## config.mk

```make
export PLATFORM = sky130hd
export DESIGN_NAME = cancid_stream_ctx
export DESIGN_NICKNAME = d
export VERILOG_FILES = /design/src/rtl/cancid_pkg.sv /design/src/rtl/cancid_ctx_ram.sv /design/src/rtl/cancid_stream_ctx.sv
export SDC_FILE = /design/constraint.sdc
export NUM_CORES = 2
export LEC_CHECK = 0
export BUFFER_PORTS_ARGS = -buffer_cell sky130_fd_sc_hd__buf_2
export CAP_MARGIN = 25
export CORE_ASPECT_RATIO = 1.75
export CORE_MARGIN = 2
export CORE_UTILIZATION = 53
export CTS_CLUSTER_SIZE = 16
export DETAILED_ROUTE_END_ITERATION = 10
export PLACE_DENSITY = 0.81
export SETUP_SLACK_MARGIN = 0.1
export SYNTH_ARGS = -nofsm -noshare
export SYNTH_HDL_FRONTEND = slang
export SYNTH_HIERARCHICAL = 1
export SYNTH_SLANG_ARGS = --single-unit
export TNS_END_PERCENT = 30
```

## constraint.sdc

```tcl
create_clock -name clk -period 7.78 [get_ports clk]
set_input_delay 0.389 -clock clk [delete_from_list [all_inputs] [get_ports clk]]
set_output_delay 0.389 -clock clk [all_outputs]
set_load 0.1 [all_outputs]
```

## src/rtl/cancid_pkg.sv

```systemverilog
// Shared FSM encodings and saturating arithmetic for the per-stream regex context manager.
package cancid_pkg;

  typedef logic [2:0] state_t;

  localparam state_t ST_IDLE   = 3'd0;
  localparam state_t ST_LOAD   = 3'd1;
  localparam state_t ST_SEED   = 3'd2;
  localparam state_t ST_ACTIVE = 3'd3;
  localparam state_t ST_DRAIN  = 3'd4;
  localparam state_t ST_COMMIT = 3'd5;

  // Operands are zero-extended to 32 bits; the result is clamped to 2^w-1 (w <= 32).
  function automatic logic [31:0] sat_add(input logic [31:0] a, input logic [31:0] b,
                                          input int unsigned w);
    logic [32:0] sum;
    logic [32:0] max;
    max = (33'd1 << w) - 33'd1;
    sum = {1'b0, a} + {1'b0, b};
    if (sum > max) sum = max;
    return sum[31:0];
  endfunction

endpackage

```

## src/rtl/cancid_ctx_ram.sv

```systemverilog
// Context RAM: one write port plus NRD registered read ports; a read of the address being
// written returns the old word.
module cancid_ctx_ram
  import cancid_pkg::*;
#(
  parameter int W     = 8,
  parameter int DEPTH = 64,
  parameter int NRD   = 1,
  localparam int AW   = $clog2(DEPTH)
) (
  input  logic                    clk,
  input  logic                    rst_n,
  input  logic                    we,
  input  logic [AW-1:0]           waddr,
  input  logic [W-1:0]            wdata,
  input  logic [NRD-1:0][AW-1:0]  raddr,
  output logic [NRD-1:0][W-1:0]   rdata
);

  logic [W-1:0]          mem_q [DEPTH];
  logic [NRD-1:0][W-1:0] rdata_q, rdata_d;

  always_ff @(posedge clk) begin
    if (we) mem_q[waddr] <= wdata;
  end

  always_comb begin
    rdata_d = '0;
    for (int i = 0; i < NRD; i++) rdata_d[i] = mem_q[raddr[i]];
  end

  always_ff @(posedge clk) begin
    if (!rst_n) rdata_q <= '0;
    else        rdata_q <= rdata_d;
  end

  assign rdata = rdata_q;

endmodule

```

## src/rtl/cancid_stream_ctx.sv

```systemverilog
// Per-stream matcher context manager: seeds the external matcher, drains its latency and commits
// state plus saturating hit counts. Define CANCID_MULTI_HIT_EN to count every accept, not one per packet.
module cancid_stream_ctx
  import cancid_pkg::*;
#(
  parameter int STATE_W     = 11,
  parameter int NUM_STREAMS = 64,
  parameter int CNT_W       = 16,
  parameter int MATCH_LAT   = 1,
  localparam int ID_W       = $clog2(NUM_STREAMS)
) (
  input  logic               clk,
  input  logic               rst_n,
  input  logic               pkt_start,
  input  logic [ID_W-1:0]    stream_id,
  input  logic               new_stream,
  input  logic               enable,
  input  logic [7:0]         char_in,
  input  logic               char_vld,
  input  logic               eop,
  output logic               ready,
  output logic               busy,
  output logic               fired,
  output logic [STATE_W-1:0] m_state_in,
  output logic               m_state_in_vld,
  output logic [7:0]         m_char,
  output logic               m_char_vld,
  input  logic [STATE_W-1:0] m_state_out,
  input  logic               m_accept,
  input  logic [ID_W-1:0]    cnt_rd_addr,
  output logic [CNT_W-1:0]   cnt_rd_data,
  output logic [CNT_W-1:0]   total_hits
);

  // state  | meaning
  // IDLE   | wait for pkt_start
  // LOAD   | state RAM read in flight
  // SEED   | present seed to matcher
  // ACTIVE | stream bytes until eop
  // DRAIN  | wait out matcher latency
  // COMMIT | write back state and counts

  state_t                   state_q, state_d;
  logic [ID_W-1:0]          sid_q, sid_d;
  logic                     new_q, new_d;
  logic                     en_q, en_d;
  logic [2:0]               drain_q, drain_d;
  logic [CNT_W-1:0]         hit_q, hit_d, hit_nxt;
  logic [NUM_STREAMS-1:0]   valid_q, valid_d;
  logic [CNT_W-1:0]         total_q, total_d;
  logic                     rd_vld_q, rd_vld_d;

  logic                     acc_take;
  logic                     commit_we;
  logic [CNT_W-1:0]         cnt_base;
  logic [CNT_W-1:0]         cnt_wdata;
  logic [0:0][ID_W-1:0]     st_raddr;
  logic [0:0][STATE_W-1:0]  st_rdata;
  logic [1:0][ID_W-1:0]     cnt_raddr;
  logic [1:0][CNT_W-1:0]    cnt_rdata;

  assign acc_take = m_accept &&
                    (state_q == ST_ACTIVE || state_q == ST_DRAIN || state_q == ST_COMMIT);

`ifdef CANCID_MULTI_HIT_EN
  assign hit_nxt = acc_take ? CNT_W'(sat_add(32'(hit_q), 32'd1, CNT_W)) : hit_q;
`else
  assign hit_nxt = (acc_take || hit_q != '0) ? CNT_W'(1) : '0;
`endif

  assign commit_we = (state_q == ST_COMMIT) && en_q;
  // Entries of an invalid stream read as zero regardless of stale RAM contents.
  assign cnt_base  = valid_q[sid_q] ? cnt_rdata[0] : '0;
  assign cnt_wdata = CNT_W'(sat_add(32'(cnt_base), 32'(hit_nxt), CNT_W));

  always_comb begin
    state_d = state_q;
    sid_d   = sid_q;
    new_d   = new_q;
    en_d    = en_q;
    drain_d = drain_q;
    hit_d   = hit_q;
    valid_d = valid_q;
    total_d = total_q;
    case (state_q)
      ST_IDLE: begin
        if (pkt_start) begin
          state_d = ST_LOAD;
          sid_d   = stream_id;
          new_d   = new_stream;
          en_d    = enable;
          hit_d   = '0;
        end
      end
      ST_LOAD: state_d = ST_SEED;
      ST_SEED: state_d = ST_ACTIVE;
      ST_ACTIVE: begin
        hit_d = hit_nxt;
        if (eop) begin
          state_d = ST_DRAIN;
          drain_d = 3'(MATCH_LAT);
        end
      end
      ST_DRAIN: begin
        hit_d = hit_nxt;
        if (drain_q == 3'd0) state_d = ST_COMMIT;
        else                 drain_d = drain_q - 3'd1;
      end
      ST_COMMIT: begin
        state_d = ST_IDLE;
        if (en_q) begin
          hit_d          = hit_nxt;
          valid_d[sid_q] = 1'b1;
          total_d        = CNT_W'(sat_add(32'(total_q), 32'(hit_nxt), CNT_W));
        end else begin
          hit_d = '0;
        end
      end
      default: state_d = ST_IDLE;
    endcase
  end

  assign rd_vld_d = valid_q[cnt_rd_addr];

  always_ff @(posedge clk) begin
    if (!rst_n) begin
      state_q  <= ST_IDLE;
      sid_q    <= '0;
      new_q    <= 1'b0;
      en_q     <= 1'b0;
      drain_q  <= '0;
      hit_q    <= '0;
      valid_q  <= '0;
      total_q  <= '0;
      rd_vld_q <= 1'b0;
    end else begin
      state_q  <= state_d;
      sid_q    <= sid_d;
      new_q    <= new_d;
      en_q     <= en_d;
      drain_q  <= drain_d;
      hit_q    <= hit_d;
      valid_q  <= valid_d;
      total_q  <= total_d;
      rd_vld_q <= rd_vld_d;
    end
  end

  // In IDLE the read follows stream_id so the word is ready the cycle after pkt_start.
  assign st_raddr  = (state_q == ST_IDLE) ? stream_id : sid_q;
  assign cnt_raddr = {cnt_rd_addr, sid_q};

  cancid_ctx_ram #(.W(STATE_W), .DEPTH(NUM_STREAMS), .NRD(1)) u_state_ram (
    .clk   (clk),
    .rst_n (rst_n),
    .we    (commit_we),
    .waddr (sid_q),
    .wdata (m_state_out),
    .raddr (st_raddr),
    .rdata (st_rdata)
  );

  cancid_ctx_ram #(.W(CNT_W), .DEPTH(NUM_STREAMS), .NRD(2)) u_cnt_ram (
    .clk   (clk),
    .rst_n (rst_n),
    .we    (commit_we),
    .waddr (sid_q),
    .wdata (cnt_wdata),
    .raddr (cnt_raddr),
    .rdata (cnt_rdata)
  );

  assign ready          = (state_q == ST_ACTIVE);
  assign busy           = (state_q != ST_IDLE);
  assign fired          = (hit_q != '0);
  assign m_state_in_vld = (state_q == ST_SEED);
  assign m_state_in     = (state_q == ST_SEED && !new_q && valid_q[sid_q]) ? st_rdata[0] : '0;
  assign m_char         = char_in;
  assign m_char_vld     = char_vld && ready;
  assign cnt_rd_data    = rd_vld_q ? cnt_rdata[1] : '0;
  assign total_hits     = total_q;

endmodule

```

==> impl_metrics.json <==
{
  "synth_largest_area_cell": "edfxtp_1",
  "clk_pin_slew_worst_paths_ns": 0.06,
  "leakagePower_uw": 0.0290,
  "dieWidth_um": 300,
  "drive_gt1_share_pct": 30.2,
  "ys_seq_area_share_pct": 67.3,
  "portBuffers": 78,
  "dieArea_um2": 157000,
  "antenna_found_initial": 16,
  "netlist_area_um2": 81200,
  "grt_overflow_total": 0,
  "drt.antenna.violating_nets": 0,
  "nNetsFinal": 4435,
  "required_ns": 8.37,
  "min_path_type": "input port to register",
  "ctsHtreeMaxLevel": 4,
  "grt_use_total_pct": 31.1,
  "drcViolationCount": 0,
  "vias_per_cell": 7.10,
  "area_growth_pct": 11.3,
  "path_max_fanout": 56,
  "nFillCells": 10500,
  "syn_area_per_cell_um2": 19.2,
  "cp-startpoint": "sid_q[2]",
  "clock_sinks": 1867,
  "ys.warnings.count": 6,
  "postSynthCellCount": 4230,
  "cap_violations": 0,
  "synth_enable_flop_cells": 1728,
  "final-setup-viol-count": 0,
  "fin_tns_setup_ns": 0,
  "skew_ns": 0.0651,
  "rsz0062_at_grt": "no",
  "grt_max_degree": 116,
  "tritoncts": "built",
  "synth_cell_types": 79,
  "cts_buffers": 160,
  "cpMostUsedCell": "buf_4",
  "final_max_slew_viol_count": 0,
  "start_util_pct": 53.2,
  "crit_path_start_kind": "register",
  "crit_slowest_cell": "a21oi_4",
  "hold_ws_ns": 0.0221,
  "min-delay-start": "m_state_out[6]",
  "place_congestion": 1.01,
  "fin_ws_ns": 1.72,
  "drt_iter0_markers": 6763,
  "post_drt_wl_per_cell_um": 37.0,
  "first_global_vias": 46800,
  "status": "finished, final reports clean",
  "post_cts_buffers": 0,
  "clkLatencyLatePin_ns": 0.84,
  "synth-main-ff-cell": "edfxtp_1",
  "timing.fmax_mhz": 165,
  "core_um2": 153000,
  "worstReg2RegStart": "sid_q[2]",
  "worst_slew_pin_slew_ns": 1.12,
  "min_period_ns": 6.06,
  "ys_ff_latch": 1867,
  "final_hold_viol_count": 0,
  "synth_area_leaders": "edfxtp_1 (64%), mux4_2 (20%), dfxtp_1 (3.4%), mux2i_1 (1.8%), nor2_1 (1.3%)",
  "synth_nets": 4276,
  "async_reset_ff_share_pct": 0,
  "p_per_area_nw_per_um2": 235,
  "post-route-period-util_pct": 77.9,
  "crit_chain": "inv_1 -> o32ai_1 -> o31ai_1 -> o2111a_1 -> and3_2 -> buf_4 -> nor2b_1 -> ha_1 -> nand3_1 -> nor3_1 -> nand2_1 -> a21oi_4 -> buf_4",
  "ir_drop_mv": 0.269,
  "path_class": "register to register",
  "slew_headroom_pct": 25.3,
  "endpoint_kind": "register",
  "routed_wl_mm": 242,
  "arrival_ns": 6.66,
  "cts-root-buf": "clkbuf_16",
  "synth_top_cell_area_share_pct": 63.9,
  "worst_path_largest_cell_delay_ns": 1.03,
  "num_vias": 46500,
  "grt_pass1_wl_mm": 341,
  "first_pass_iters": 6,
  "fin_total_pwr_uw": 21200,
  "clk_path_buf_depth": 3,
  "pre_cts_ws_ns": 1.72,
  "std_cell_rows": 190,
  "place.detailed.hpwl_mm": 150,
  "dieHeight_um": 522,
  "io_pins": 95
}
[cells in the final DEF, fill, tap and decap left out, types with 14 or more instances in the layout]
| cell | n |
|---|---|
| a211oi_1 | 23 |
| a21oi_1 | 86 |
| a22oi_1 | 35 |
| and2_1 | 22 |
| buf_2 | 75 |
| buf_4 | 169 |
| buf_6 | 19 |
| bufinv_16 | 20 |
| clkbuf_1 | 44 |
| clkbuf_16 | 160 |
| clkinv_1 | 25 |
| clkinv_2 | 18 |
| dfxtp_1 | 134 |
| dlygate4sd3_1 | 17 |
| edfxtp_1 | 1728 |
| mux2_2 | 35 |
| mux2i_1 | 145 |
| mux4_2 | 727 |
| nand2_1 | 101 |
| nand2b_1 | 43 |
| nand3_1 | 54 |
| nand3b_1 | 16 |
| nor2_1 | 246 |
| nor2_2 | 20 |
| nor2_4 | 18 |
| nor2b_1 | 45 |
| nor3_1 | 18 |
| nor4_1 | 16 |
| o21a_1 | 22 |
| o21ai_0 | 35 |
| o221ai_1 | 22 |
| o22ai_1 | 81 |
| or3_1 | 14 |
[stage by stage]
stage | cell area (µm²) | std cells | utilization, %
2_1_floorplan | 81200 | 4230 | -
3_3_place_gp | 84100 | 6171 | 55.1
3_5_place_dp | 84500 | 6208 | 55.4
4_1_cts | 90100 | 6519 | 59.1
5_1_grt | 90400 | 6543 | 59.3
6_report | 90400 | 6544 | 59.3
[path summary, 6_finish.rpt]
path,to,cells after the start,slack (ns)
worst min register to register,new_q,2,0.46
worst max register to register,u_cnt_ram/mem_q[22][13],13,1.72
worst min-delay path,u_state_ram/mem_q[36][6],1,0.02
worst max-delay path,u_cnt_ram/mem_q[22][13],13,1.72
[flip-flops by register name, indices dropped and copies added, names as in the netlist]
register / cells
u_cnt_ram/mem_q: 1024
u_state_ram/mem_q: 704
valid_q: 64
u_cnt_ram/rdata: 32
total_hits: 16
u_state_ram/rdata: 11
sid_q: 6
drain_q: 3
state_q: 3
en_q: 1
hit_q: 1
new_q: 1
rd_vld_q: 1
[critical path: cells and delay by family, from the launching register on]
kind	cells	cell delay (ns)
and+or+nand+nor	5	1.73
buffers and inverters	3	1.20
AOI/OAI and AO/OA	4	1.72
adders and majority gates	1	0.19
DFF	1	0.93
[cell type report]
class                           instances  area, µm²  area share [%]
Timing Repair Buffer                  300       2460            2.72
Tap cell                             2016       2520            2.79
Sequential cell                      1867      54700            60.5
Antenna cell                            4       10.0          0.0111
Inverter                               13       48.8          0.0540
Clock buffer                          213       4290            4.75
Multi-Input combinational cell       2047      25200            27.9
Clock inverter                         84       1180            1.30
[kinds of logic (layout without fill, tap and decap cells)]
group / Yosys count / in the layout / share of synthesized area, %
DFF: 1867 / 1867 / 67.3
muxes: 915 / 915 / 22.6
and+or+nand+nor: 684 / 684 / 4.13
AOI/OAI and AO/OA: 423 / 423 / 3.53
buffers and inverters: 316 / 610 / 2.10
xor gates and xnor gates: 18 / 18 / 0.194
adders and majority gates: 7 / 7 / 0.108
other: 0 / 4 / 0
[per-layer routing]
layer  wire length, µm  global-route usage, %
met5               116                      0
met4             25700                   26.2
met1             70500                   34.2
met2            119000                   51.2
met3             26300                   7.10
[report_power, final]
part / leakage [µW] / internal (µW) / switching, µW / total [µW]
logic: 0.00858 / 744 / 1150 / 1890
clock network: 0.00264 / 4620 / 3750 / 8370
registers: 0.0178 / 10900 / 56.7 / 11000
[repair_timing]
| item | CTS | global route |
|---|---|---|
| endpoints found under the hold margin | 70 | 30 |
| hold buffers | 14 | 3 |
| resized for setup | 0 | 0 |
[synth_stat cells (all sizes together), types with 43 or more instances]
| cell | count |
|---|---|
| nand2b | 43 |
| mux4 | 733 |
| buf | 196 |
| o22ai | 82 |
| mux2i | 145 |
| nor2 | 284 |
| nand2 | 101 |
| nand3 | 54 |
| nor2b | 46 |
| dfxtp | 139 |
| a21oi | 94 |
| edfxtp | 1728 |
| clkbuf | 107 |
Power figures use the tool's default switching activity.
